`config.mk`:
```
export PLATFORM = sky130hd
export DESIGN_NAME = elim_sequencer_flat
export DESIGN_NICKNAME = d
export VERILOG_FILES = /design/src/rtl/elim_sequencer_if.sv /design/src/rtl/elim_sequencer.sv /design/src/flat_wrapper.sv
export SDC_FILE = /design/constraint.sdc
export NUM_CORES = 1
export LEC_CHECK = 0
export ABC_AREA = 1
export ABC_CLOCK_PERIOD_IN_PS = 5000
export CORE_ASPECT_RATIO = 1.4
export CORE_MARGIN = 2
export CORE_UTILIZATION = 30
export CTS_CLUSTER_DIAMETER = 150
export DETAILED_ROUTE_END_ITERATION = 8
export PLACE_DENSITY = 0.49
export SLEW_MARGIN = 20
export SYNTH_ARGS = -nofsm -noshare
export SYNTH_HDL_FRONTEND = slang
export SYNTH_SLANG_ARGS = --single-unit
```
`constraint.sdc`:
```
create_clock -name clk -period 5 [get_ports clk]
set_clock_uncertainty 0.15 [all_clocks]
set_input_delay 0.75 -clock clk [delete_from_list [all_inputs] [get_ports clk]]
set_output_delay 0.75 -clock clk [all_outputs]
set_load 0.01 [all_outputs]
```
`src/rtl/elim_sequencer_if.sv`:
```
// elim_sequencer_if: request/result and board-RAM signals of the elimination sequencer.
// Rev 1.0
`default_nettype none

interface elim_sequencer_if #(
  parameter int COLOR_W = 3
) ();
  logic               start;
  logic               commit;
  logic [3:0]         x;
  logic [3:0]         y;
  logic [5:0]         mem_raddr;
  logic [COLOR_W-1:0] mem_rdata;
  logic               mem_we;
  logic [5:0]         mem_waddr;
  logic [COLOR_W-1:0] mem_wdata;
  logic               busy;
  logic               done;
  logic               cleared;
  logic [6:0]         group_size;
  logic [63:0]        mark_map;

  modport master (
    output start, commit, x, y, mem_rdata,
    input  mem_raddr, mem_we, mem_waddr, mem_wdata,
    input  busy, done, cleared, group_size, mark_map
  );

  modport slave (
    input  start, commit, x, y, mem_rdata,
    output mem_raddr, mem_we, mem_waddr, mem_wdata,
    output busy, done, cleared, group_size, mark_map
  );
endinterface

`default_nettype wire

```
`src/rtl/elim_sequencer.sv`:
```
// elim_sequencer: flood-fills the same-colour region under the cursor; optionally clears it in RAM.
// Rev 1.0
`default_nettype none

module elim_sequencer #(
  parameter int MIN_GROUP = 2,
  parameter int COLOR_W   = 3
) (
  input  wire logic         clk,
  input  wire logic         rst_n,
  elim_sequencer_if.slave   bus
);

  typedef enum logic [2:0] {
    S_IDLE, S_SEED, S_POP, S_NBR, S_CHK, S_CLEAR, S_FIN
  } state_t;

  localparam logic [6:0] c_min_group = 7'(MIN_GROUP);

  state_t             r_state;
  logic               r_commit;
  logic [5:0]         r_cur;
  logic [1:0]         r_dir;
  logic [5:0]         r_idx;
  logic [6:0]         r_sp;
  logic [5:0]         r_stack [64];
  logic [COLOR_W-1:0] r_target;

  logic [5:0]         w_nbr_addr;
  logic               w_nbr_ok;
  logic [5:0]         w_sp_m1;
  logic [5:0]         w_idx_p1;

  assign bus.mem_wdata = '0;
  assign w_sp_m1       = r_sp[5:0] - 6'd1;
  assign w_idx_p1      = r_idx + 6'd1;

  // Neighbour of r_cur in direction r_dir; edges never wrap to the adjacent row/column.
  always_comb begin
    w_nbr_addr = r_cur;
    w_nbr_ok   = 1'b0;
    case (r_dir)
      2'd0: begin w_nbr_addr = r_cur - 6'd1; w_nbr_ok = (r_cur[2:0] != 3'd0); end
      2'd1: begin w_nbr_addr = r_cur + 6'd1; w_nbr_ok = (r_cur[2:0] != 3'd7); end
      2'd2: begin w_nbr_addr = r_cur - 6'd8; w_nbr_ok = (r_cur[5:3] != 3'd0); end
      default: begin w_nbr_addr = r_cur + 6'd8; w_nbr_ok = (r_cur[5:3] != 3'd7); end
    endcase
    w_nbr_ok = w_nbr_ok && !bus.mark_map[w_nbr_addr];
  end

  always_ff @(posedge clk) begin
    if (!rst_n) begin
      r_state        <= S_IDLE;
      r_commit       <= 1'b0;
      r_cur          <= '0;
      r_dir          <= '0;
      r_idx          <= '0;
      r_sp           <= '0;
      r_target       <= '0;
      bus.busy       <= 1'b0;
      bus.done       <= 1'b0;
      bus.cleared    <= 1'b0;
      bus.group_size <= '0;
      bus.mark_map   <= '0;
      bus.mem_we     <= 1'b0;
      bus.mem_raddr  <= '0;
      bus.mem_waddr  <= '0;
    end else begin
      bus.done   <= 1'b0;
      bus.mem_we <= 1'b0;
      case (r_state)
        S_IDLE: begin
          if (bus.start) begin
            bus.group_size <= '0;
            bus.mark_map   <= '0;
            bus.cleared    <= 1'b0;
            r_sp           <= '0;
            if (bus.x > 4'd7 || bus.y > 4'd7) begin
              r_state <= S_FIN;
            end else begin
              r_commit      <= bus.commit;
              r_cur         <= {bus.y[2:0], bus.x[2:0]};
              bus.mem_raddr <= {bus.y[2:0], bus.x[2:0]};
              bus.busy      <= 1'b1;
              r_state       <= S_SEED;
            end
          end
        end
        S_SEED: begin
          if (bus.mem_rdata == '0) begin
            bus.busy <= 1'b0;
            r_state  <= S_FIN;
          end else begin
            r_target             <= bus.mem_rdata;
            bus.mark_map[r_cur]  <= 1'b1;
            r_stack[0]           <= r_cur;
            r_sp                 <= 7'd1;
            bus.group_size       <= 7'd1;
            r_state              <= S_POP;
          end
        end
        S_POP: begin
          if (r_sp == 7'd0) begin
            if (r_commit && bus.group_size >= c_min_group) begin
              r_idx         <= '0;
              bus.mem_we    <= bus.mark_map[0];
              bus.mem_waddr <= '0;
              r_state       <= S_CLEAR;
            end else begin
              bus.busy <= 1'b0;
              r_state  <= S_FIN;
            end
          end else begin
            r_cur   <= r_stack[w_sp_m1];
            r_sp    <= r_sp - 7'd1;
            r_dir   <= '0;
            r_state <= S_NBR;
          end
        end
        S_NBR: begin
          if (w_nbr_ok) begin
            bus.mem_raddr <= w_nbr_addr;
            r_state       <= S_CHK;
          end else if (r_dir == 2'd3) begin
            r_state <= S_POP;
          end else begin
            r_dir <= r_dir + 2'd1;
          end
        end
        S_CHK: begin
          // mem_raddr still holds the neighbour under test.
          if (bus.mem_rdata == r_target) begin
            bus.mark_map[bus.mem_raddr] <= 1'b1;
            r_stack[r_sp[5:0]]          <= bus.mem_raddr;
            r_sp                        <= r_sp + 7'd1;
            bus.group_size              <= bus.group_size + 7'd1;
          end
          if (r_dir == 2'd3) begin
            r_state <= S_POP;
          end else begin
            r_dir   <= r_dir + 2'd1;
            r_state <= S_NBR;
          end
        end
        S_CLEAR: begin
          if (r_idx == 6'd63) begin
            bus.cleared <= 1'b1;
            bus.busy    <= 1'b0;
            r_state     <= S_FIN;
          end else begin
            r_idx         <= w_idx_p1;
            bus.mem_we    <= bus.mark_map[w_idx_p1];
            bus.mem_waddr <= w_idx_p1;
          end
        end
        S_FIN: begin
          bus.done <= 1'b1;
          r_state  <= S_IDLE;
        end
        default: r_state <= S_IDLE;
      endcase
    end
  end

endmodule

`default_nettype wire

```
`src/flat_wrapper.sv`:
```
// flat-port wrapper written by rule: the top's interface ports become plain ports
module elim_sequencer_flat 
#(
  parameter int MIN_GROUP = 2,
  parameter int COLOR_W   = 3
)
  (clk, rst_n, bus_start, bus_commit, bus_x, bus_y, bus_mem_rdata, bus_mem_raddr, bus_mem_we, bus_mem_waddr, bus_mem_wdata, bus_busy, bus_done, bus_cleared, bus_group_size, bus_mark_map);
  elim_sequencer_if #(.COLOR_W(COLOR_W)) bus_i ();
  input  wire logic clk;
  input  wire logic rst_n;
  input wire logic [$bits(bus_i.start)-1:0] bus_start;
  input wire logic [$bits(bus_i.commit)-1:0] bus_commit;
  input wire logic [$bits(bus_i.x)-1:0] bus_x;
  input wire logic [$bits(bus_i.y)-1:0] bus_y;
  input wire logic [$bits(bus_i.mem_rdata)-1:0] bus_mem_rdata;
  output wire logic [$bits(bus_i.mem_raddr)-1:0] bus_mem_raddr;
  output wire logic [$bits(bus_i.mem_we)-1:0] bus_mem_we;
  output wire logic [$bits(bus_i.mem_waddr)-1:0] bus_mem_waddr;
  output wire logic [$bits(bus_i.mem_wdata)-1:0] bus_mem_wdata;
  output wire logic [$bits(bus_i.busy)-1:0] bus_busy;
  output wire logic [$bits(bus_i.done)-1:0] bus_done;
  output wire logic [$bits(bus_i.cleared)-1:0] bus_cleared;
  output wire logic [$bits(bus_i.group_size)-1:0] bus_group_size;
  output wire logic [$bits(bus_i.mark_map)-1:0] bus_mark_map;
  assign bus_i.start = bus_start;
  assign bus_i.commit = bus_commit;
  assign bus_i.x = bus_x;
  assign bus_i.y = bus_y;
  assign bus_i.mem_rdata = bus_mem_rdata;
  assign bus_mem_raddr = bus_i.mem_raddr;
  assign bus_mem_we = bus_i.mem_we;
  assign bus_mem_waddr = bus_i.mem_waddr;
  assign bus_mem_wdata = bus_i.mem_wdata;
  assign bus_busy = bus_i.busy;
  assign bus_done = bus_i.done;
  assign bus_cleared = bus_i.cleared;
  assign bus_group_size = bus_i.group_size;
  assign bus_mark_map = bus_i.mark_map;
  elim_sequencer #(.MIN_GROUP(MIN_GROUP), .COLOR_W(COLOR_W)) u_core (.clk(clk), .rst_n(rst_n), .bus(bus_i));
endmodule
```
# Yosys cells after proc, flatten, opt, wreduce, memory -nomap -nowiden

Memories as Yosys holds them, arrays and structs flattened.
Cells that the tools add are included.

Bits in registers: 109
Memory bits (writable): 384
Memories kept: 1

Memories:

| memory         | words | width | rd ports | clocked after memory_dff | write ports | RTL line             | RTL |
|---|---|---|---|---|---|---|---|
| u_core.r_stack | 64    | 6     | 1        | 0                        | 1           | elim_sequencer.sv:26 | `logic [5:0] r_stack [64];` |

Equal/unequal tests: 27
Bitwise operators: 4
Mux-type cells: 71
$lt $le $gt $ge: 9
Reductions and logical operators: 32
Add/subtract/negate cells: 10

Operators with widths:

| kind                                                                                | number |
|---|---|
| 64-bit two-way mux                                                                  | 3 |
| 64-bit case mux with 3 select lines                                                 | 1 |
| 64-bit OR                                                                           | 2 |
| 6-bit two-way mux                                                                   | 9 |
| 6-bit case mux with 2 select lines                                                  | 3 |
| 7-bit two-way mux                                                                   | 5 |
| 6-bit by 7-bit < comparator with 1-bit output, second input constant                | 4 |
| 7-bit case mux with 4 select lines                                                  | 1 |
| 1-bit two-way mux                                                                   | 26 |
| 3-bit two-way mux                                                                   | 7 |
| 7-bit case mux with 3 select lines                                                  | 1 |
| 3-bit case mux with 6 select lines                                                  | 1 |
| 6-bit case mux with 3 select lines                                                  | 1 |
| 4-bit AND reduction                                                                 | 4 |
| 7-bit by 1-bit adder with 7-bit output, second input constant                       | 2 |
| 2-bit != test, second input constant                                                | 7 |
| 6-bit by 1-bit adder with 6-bit output, second input constant                       | 2 |
| 1-bit binary-select mux with 6-bit select                                           | 2 |
| 1-bit demux with 6-bit select                                                       | 2 |
| 6-bit by 1-bit greater-or-equal comparator with 1-bit output, second input constant | 2 |
| 2-bit by 1-bit != test with 1-bit output, second input constant                     | 6 |
| 3-bit AND reduction                                                                 | 4 |
| 3-bit nonzero test                                                                  | 4 |
| 6-bit by 1-bit subtractor with 6-bit output, second input constant                  | 2 |
| other kinds (33)                                                                    | 52 |

# Logic depth before layout (Yosys ltp)

Gate-level depths: netlist of run 1.

Depth in word-level cells: 8
Depth in mapped cells: 19
Mapped depth without buffers: 19

# Worst setup path after synthesis of run 1

No wires, ideal clock.

Kind: input -> register
Start: input port rst_n
End: memory u_core.r_stack[0][0] (data pin)
Arrival time: 3.856 ns
Stages on the path: 5
Slack: 0.292 ns
Required time: 4.148 ns
Setup time: 0.702 ns
Path through: buf_2 > clkinv_1 > nor3_4 > clkbuf_1 > o21ai_0

Word-level cells in the longest chain between the ends: 4

RTL lines:

| what                                    | RTL line              | RTL |
|---|---|---|
| from (decl)                             | flat_wrapper.sv:10    | `input wire logic rst_n;` |
| 1-bit two-way mux                       | elim_sequencer.sv:52  | `if (!rst_n) begin` |
| 1-bit two-way mux (not written as such) | elim_sequencer.sv:134 | `r_stack[r_sp[5:0]] <= bus.mem_raddr;` |
| 6-bit OR reduction (no line)            | --                    |  |
| 6-bit two-way mux (no line)             | --                    |  |
| to (decl)                               | elim_sequencer.sv:26  |  |

No other way between the ends.

# Worst setup path after layout of run 1

Start: register u_core.r_dir[1]
End: register u_core.bus.mem_raddr[3]

Word-level cells in the longest chain between the ends: 8
Elaborated cells on any way between the ends: 13
Those cells by class: eq/ne: 3; mux: 6; reduce/logical: 4

RTL lines:

| what                                               | RTL line                | RTL |
|---|---|---|
| from (decl)                                        | elim_sequencer.sv:23    | `logic [1:0] r_dir;` |
| from (signal assigned)                             | elim_sequencer.sv:127   | `r_dir <= r_dir + 2'd1;` |
| from (signal assigned)                             | elim_sequencer.sv:141   | `r_dir <= r_dir + 2'd1;` |
| 2-bit equality test (tied with other cells)        | elim_sequencer.sv:42    | `case (r_dir)` |
| 6-bit case mux with 3 select lines                 | elim_sequencer.sv:42    |  |
| 1-bit binary-select mux with 6-bit select          | elim_sequencer.sv:48    | `w_nbr_ok = w_nbr_ok && !bus.mark_map[w_nbr_addr];` |
| 1-bit two-way mux (not written as such)            | elim_sequencer.sv:48    |  |
| 1-bit logical NOT                                  | elim_sequencer.sv:48    |  |
| 1-bit logical AND                                  | elim_sequencer.sv:48    |  |
| 2-bit by 1-bit != test with 1-bit output (no line) | --                      |  |
| 4-bit AND reduction (no line)                      | --                      |  |
| to (signal assigned)                               | elim_sequencer.sv:83    | `bus.mem_raddr <= {bus.y[2:0], bus.x[2:0]};` |
| to (signal assigned)                               | elim_sequencer.sv:122   | `bus.mem_raddr <= w_nbr_addr;` |
| to (decl)                                          | elim_sequencer_if.sv:31 | `output mem_raddr, mem_we, mem_waddr, mem_wdata,` |

Several ways; a longest one is shown, not always the timed one. The select of a mux whose other input is x is not followed.
A chain may end at the register's enable or synchronous reset.

==> impl_results.md, run 1 <==
* ANT cells at 0
* Gr ovfl total at 0
* ANT nets after route at 0
* Critical path arrival at 3.94 ns
* Vias in the first global route at 17.28k
* Global Route Usage Sum at 0.1829
* Largest area contributor in the netlist: edfxtp_1
* Synth-to-layout area growth at 16.39%
* Synthesized area at 0.02252 mm^2
* Die width at 235.6 um
* Slew headroom at 0.2614
* Largest fanout on the critical path at 8
* Setup violations, final at 0
* IO Count at 105
* Clk pin slew, worst setup/hold paths at 0.06 ns
* Global-route wire length before repair at 107.5 mm
* Finished Layout Cells at 3,296
* Port Buf Inserts at 101
* Post-DP HPWL at 49.07 mm
* Clock sink total at 493
* Core Area at 0.07412 mm^2
* Post-Syn Instances at 2,243
* Multi-input gate area at 0.007772 mm^2
* Via-to-Cell Ratio at 5.309
* Gpl congestion at 0.9192
* Residual DRC at 0
* EDFF count, synth at 384
* Share of layout cells above drive strength 1 at 0.07277
* Post-CTS Hold Fix Bufs at 0
* Avg Inst Size Synth at 10.04 um^2
* Clock tree buffer depth at 3
* Lkg Pwr at 0.008313 uW
* Maximum achievable frequency at 0.2761 GHz
* Post-CTS Setup Bufs at 0
* Clk_lat worst skew at 0.61 ns
* Flops & latches, synth at 493
* Clock buffer count from CTS at 48
* FILL cells at 7,397
* Largest net degree at the start of global routing at 198
* H-tree depth at 2
* Clk root buf: clkbuf_16
* TritonCTS clock tree: yes
* Cells after DPL at 3,211
* Final wirelength at 72.16 mm
* Synth Flop Type: edfxtp_1
* Initial detailed-routing violation count at 1,432
* Die Footprint at 0.07730 mm^2
* Vias at 17.50k
* Setup_tns at 0 ns
* FF/Latch Area at 0.01372 mm^2
* Initial antenna violation count at 0
* Ys async rst share at 0
* PostCTS Resize Cnt at 0
* Share of Yosys cell area claimed by the top area cell type at 0.5121
* Initial Util at 0.3038
* Worst-margin pin slew at 1.102 ns
* CP Capture Type: flop
* Register area share after synthesis at 0.6090
* Setup CP Type: flop to flop
* Most common cell after layout, fill and taps aside: nor2_1
* Yosys warns at 0
* Area contributors post-synth: edfxtp_1 (51%), dfxtp_1 (9.7%), nor2_1 (6.5%), o21ai_0 (5.9%), nand3_1 (4.0%)
* Period minus WS final at 3.622 ns
* Startpoint types: flop
* Commonest cells after routing, fill and taps aside: nor2_1 (392), edfxtp_1 (384), o21ai_0 (258)
* Unrepaired setup endpoints after global routing: false
* Pwr dens at 639.3 mW/mm^2
* Die height at 328.2 um
* CP required at 5.32 ns
* Max VDD drop at 0.5060 mV
* WL/cell at 21.89 um
* Yosys cell types at 55
* First-pass detailed-route iteration total at 6
* HP Class: flop to flop
* Hold violation count in the final report at 0
* Status: finished clean
* Max cap viols at 0
* Part of the cycle the worst path needs at 0.7243
* Fin nets at 2,337
* Cell row count at 118
* Max Slew Vio Count at 0
logic make-up (layout without fill, tap and decap cells):
logic type / after synthesis / after routing / share of synthesized area
xor+xnor: 15 / 15 / 0.006168
other cells: 1 / 3 / 0.0001665
simple gates: 852 / 852 / 0.1667
flops: 493 / 493 / 0.6090
compound gates: 574 / 574 / 0.1534
fa+ha+maj: 21 / 21 / 0.01267
buf+inv: 287 / 378 / 0.05195
per-stage QoR:
| stage | hold WS [ns] | instance area (um^2) | util | total power, uW | setup WS [ns] |
|---|---|---|---|---|---|
| floorplan | 0.2891 | 22530 | - | 10320 | 0.2917 |
| global placement | 0.3014 | 24570 | 0.3316 | 13120 | 1.051 |
| detailed placement | 0.3108 | 24680 | 0.3330 | 13230 | 0.9949 |
| CTS | 0.3208 | 26200 | 0.3536 | 16860 | 1.367 |
| global route | 0.3551 | 26210 | 0.3536 | 17690 | 1.114 |
| finish | 0.3178 | 26210 | 0.3536 | 16750 | 1.378 |
synth_stat cells, types with 2 or more instances:
cell / number
nor3_2: 6
a31o_1: 3
xnor2_1: 7
nand4_1: 12
buf_2: 36
nand3b_1: 4
o21ai_0: 264
nand2_2: 7
inv_2: 14
buf_6: 3
a221oi_1: 50
a211oi_1: 3
nand2_1: 199
o211ai_1: 74
o22ai_1: 40
nor2_4: 8
or2_2: 2
o21ai_1: 7
fa_1: 3
nand3_2: 6
ha_1: 18
nor3_1: 21
nor3b_1: 4
buf_4: 6
buf_1: 4
nor2_1: 392
a21oi_1: 98
inv_1: 146
o221ai_1: 26
xor2_1: 7
dfxtp_1: 109
nand3_1: 180
edfxtp_1: 384
nor2_2: 2
clkbuf_1: 76
nand2_4: 3
cell type report:
type,count,share of cell area
well taps,960,0.04583
clock buffers,58,0.04764
clock inverters,27,0.01060
inverters,162,0.02339
repair buffers,131,0.05261
flip-flops and latches,493,0.5234
multi-input cells,1465,0.2966
power by group:
group          total (uW)  switching [uW]  internal [uW]  leakage, uW
registers            5080             246           4840      0.00418
clock network        3600            1600           2000     0.000743
logic                8070            5810           2270      0.00339
total               16800            7660           9100      0.00831
flip-flops by register name, summed over array words and instances (netlist names):
name / flops
u_core.bus.busy: 1
u_core.bus.cleared: 1
u_core.bus.done: 1
u_core.bus.group_size: 7
u_core.bus.mark_map: 64
u_core.bus.mem_raddr: 6
u_core.bus.mem_waddr: 6
u_core.bus.mem_we: 1
u_core.r_commit: 1
u_core.r_cur: 6
u_core.r_dir: 2
u_core.r_sp: 7
u_core.r_stack: 384
u_core.r_state: 3
u_core.r_target: 3
worst max-delay path, cell delays in order (launching register included):
cell and delay [ns]:
dfxtp_1 0.41, inv_1 0.29, ha_1 0.36, inv_2 0.14, ha_1 0.38, a21oi_1 0.16
nand2_1 0.08, xnor2_1 0.19, nand2_1 0.07, o21ai_0 0.32, nand3_1 0.17, nand3_1 0.21
nand3_2 0.16, nand2_4 0.16, nand2_4 0.08, nand2_1 0.09, a21oi_1 0.06
per-layer routing:
layer	GRT usage	part of all wire
met1	0.2140	0.39
met2	0.3288	0.50
met3	0.02378	0.051
met4	0.09263	0.052
met5	0	0
path summary, 6_finish.rpt:
kind	slack [ns]	startpoint	endpoint	cells after the start
hold / removal	0.32	u_core.r_commit	u_core.r_commit	2
setup / recovery	1.38	u_core.r_dir[1]	u_core.bus.mem_raddr[3]	16
hold reg to reg	0.32	u_core.r_commit	u_core.r_commit	2
setup reg to reg	1.38	u_core.r_dir[1]	u_core.bus.mem_raddr[3]	16
No activity file was read; power rests on OpenSTA's default activity.
==> run 2: changes to the inputs <==
--- a/config.mk
+++ b/config.mk
@@ -6,13 +6,13 @@
 export NUM_CORES = 1
 export LEC_CHECK = 0
 export ABC_AREA = 1
-export ABC_CLOCK_PERIOD_IN_PS = 5000
+export ABC_CLOCK_PERIOD_IN_PS = 3000
 export CORE_ASPECT_RATIO = 1.4
 export CORE_MARGIN = 2
 export CORE_UTILIZATION = 30
 export CTS_CLUSTER_DIAMETER = 150
 export DETAILED_ROUTE_END_ITERATION = 8
-export PLACE_DENSITY = 0.49
+export PLACE_DENSITY = 0.51
 export SLEW_MARGIN = 20
 export SYNTH_ARGS = -nofsm -noshare
 export SYNTH_HDL_FRONTEND = slang
==> constraint.sdc (replaced) <==
create_clock -name clk -period 3 [get_ports clk]
set_clock_uncertainty 0.15 [all_clocks]
set_input_delay 0.45 -clock clk [delete_from_list [all_inputs] [get_ports clk]]
set_output_delay 0.45 -clock clk [all_outputs]
set_load 0.01 [all_outputs]
==> impl_results.md, run 2 (synthesis results as in run 1) <==
* Status: finished clean
* Most common cell after layout, fill and taps aside: nor2_1
* Largest regs: u_core.r_stack: 384 flops, u_core.bus.mark_map: 64 flops
* Gr ovfl total at 0 (unchanged)
* Largest fanout on the critical path at 26 (+18)
* Core Area at 0.07412 mm^2 (unchanged)
* Setup CP Type: flop to flop
* Period minus WS final at 2.854 ns (-0.7674 ns)
* Post-DP HPWL at 52.54 mm (+7.1%)
* HP Class: input port to flop
* WL/cell at 21.63 um (-1.2%)
* Setup_tns at 0 ns (unchanged)
* Vias in the first global route at 18.02k (+4.3%)
* Cell Area, Placed at 0.02627 mm^2 (+6.4%)
* Vias at 18.38k (+5.0%)
* Clk_lat worst skew at 0.64 ns (+0.03 ns)
* Met1 usage at 0.2285 (+0.01450)
* Pwr dens at 1071 mW/mm^2 (+68%)
* Critical path arrival at 3.18 ns (-0.76 ns)
* Largest net degree at the start of global routing at 199 (+0.51%)
* Unrepaired setup endpoints after global routing: true
* Max reg flops at 384 (unchanged)
* Met3 Usage GRT at 0.02849 (+0.004706)
* ANT nets after route at 0 (unchanged)
* Lkg Pwr at 0.009381 uW (+13%)
* Hold Path End: u_core.r_commit
* Cells after DPL at 3,405 (+6.0%)
* Synth-to-layout area growth at 24.14%
* Worst-margin pin slew at 0.9142 ns (-0.1876 ns)
* Part of the cycle the worst path needs at 0.9514 (+0.2271)
* TritonCTS clock tree: yes
* Share of layout cells above drive strength 1 at 0.1496 (+0.07679)
* Cell row count at 118 (unchanged)
* First-pass detailed-route iteration total at 5 (-1)
* Via-to-Cell Ratio at 5.260 (-0.92%)
* Clock buffer count from CTS at 48 (unchanged)
* Residual DRC at 0 (unchanged)
* Reg with most FFs: u_core.r_stack
* Grt peak-use layer: met2
* Startpoint types: flop
* Gpl congestion at 0.9312 (+1.3%)
* Initial Util at 0.3038 (unchanged)
* Max VDD drop at 0.6550 mV (+29%)
* Fin nets at 2,533 (+8.4%)
* Reg-to-Reg End: u_core.r_cur[5]
* Final wirelength at 75.57 mm (+4.7%)
* H-tree depth at 2 (unchanged)
* RR Startpoint: u_core.r_sp[0]
* Worst-case reg-to-reg path depth at 12 (-4)
* Commonest cells after routing, fill and taps aside: nor2_1 (392), edfxtp_1 (384), o21ai_0 (258)
* Max cap viols at 0 (unchanged)
* CP required at 3.33 ns (-1.99 ns)
* IO Count at 105 (unchanged)
* Final total power at 29,940 uW (+79%)
* Finished Layout Cells at 3,494 (+6.0%)
* Maximum achievable frequency at 0.3504 GHz (+27%)
* Initial detailed-routing violation count at 1,671 (+17%)
* CP Capture Type: flop
* Clock sink total at 493 (unchanged)
* Final Cell Area at 0.02796 mm^2 (+6.7%)
* Die width at 235.6 um (unchanged)
* Global-route wire length before repair at 112.7 mm (+4.9%)
* Die Footprint at 0.07730 mm^2 (unchanged)
* Clk root buf: clkbuf_16
* Slew headroom at 0.3858 (+0.1244)
* Hold path startpoint: bus_commit
* Reg2reg setup slack at 0.15 ns (-1.23 ns)
* ANT cells at 0 (unchanged)
* Global Route Usage Sum at 0.1909 (+0.007972)
* Clock tree buffer depth at 3 (unchanged)
* Port Buf Inserts at 101 (unchanged)
* Setup violations, final at 0 (unchanged)
* Max Slew Vio Count at 0 (unchanged)
* Hold Path Stages at 3 (+1)
* Die height at 328.2 um (unchanged)
* Hold violation count in the final report at 0 (unchanged)
* Clk pin slew, worst setup/hold paths at 0.07 ns (about the same)
* GRT met2 Usage at 0.3396 (+0.01081)
* Initial antenna violation count at 1 (+1)
-- run 2: changes by cell type in the layout (fill, tap and decap cells not counted), sizes merged --
cell / previous run / this run
clkinvlp: 1 / 4
clkinv: 22 / 19
nand2: 210 / 211
clkbuf: 58 / 57
inv: 162 / 164
buf: 30 / 225
bufinv: 4 / 5
-- run 2: how the worst max path moves through the flow --
stage                 startpoint               endpoint  slack, ns  depth (start not counted)
2_1_floorplan  u_core.r_state[1]   u_core.r_stack[0][1]      -0.35                          7
5_1_grt          u_core.r_dir[1]        u_core.r_dir[1]      -0.04                         18
6_report          u_core.r_sp[0]        u_core.r_cur[5]       0.15                         12
4_1_cts          u_core.r_dir[1]        u_core.r_dir[1]      0.006                         17
3_5_place_dp    bus_mem_rdata[2]  u_core.r_stack[23][5]      -0.19                         10
3_3_place_gp    bus_mem_rdata[2]  u_core.r_stack[31][5]      -0.20                         10
-- run 2: per-stage QoR --
stage / hold WS (ns) / util / setup slack [ns]
floorplan: 0.2891 / - / -0.3498
global placement: 0.2975 / 0.3544 / -0.2035
CTS: 0.2632 / 0.3756 / 0.005798
finish: 0.2993 / 0.3772 / 0.1459
global route: 0.3257 / 0.3772 / -0.04037
detailed placement: 0.3066 / 0.3544 / -0.1931
-- run 2: critical path: stages, from the launching register on --
cell and delay (ns):
dfxtp_4 0.36, inv_4 0.12, ha_4 0.24, inv_2 0.23, buf_4 0.38, nor2_1 0.09
o21ai_0 0.19, o21ai_0 0.23, o211ai_1 0.21, nand3_1 0.11, nand3_1 0.14, a31o_1 0.18
a21oi_1 0.06
-- run 2: timing repair --
| item | in CTS | in global routing |
|---|---|---|
| cloned | 0 | 1 |
| resized for setup | 2 | 20 |
| hold buffers | 0 | 0 |
| buffers inserted | 0 | 1 |
| pin swaps | 0 | 4 |
| endpoints found under the setup margin | 2 | 11 |
-- run 2: metal layers --
layer / up-vias / part of all wire
met1: 8906 / 0.40
met4: 2 / 0.045
met5: - / 0.00020
met2: 744 / 0.50
met3: 174 / 0.055
li1: 8551 / -
-- run 2: cell type report --
type | count | area, um^2
fillers | 7289 | 46160
flip-flops and latches | 493 | 13720
multi-input cells | 1466 | 7854
repair buffers | 326 | 3004
clock buffers | 57 | 1235
well taps | 960 | 1201
inverters | 162 | 618.1
clock inverters | 30 | 326.6
-- run 2: power by group --
part           switching, uW  leakage, uW  internal, uW
combinational          10400      0.00444          5090
sequential               271      0.00418          8050
clock                   2730     0.000760          3400
total                  13400      0.00938         16500
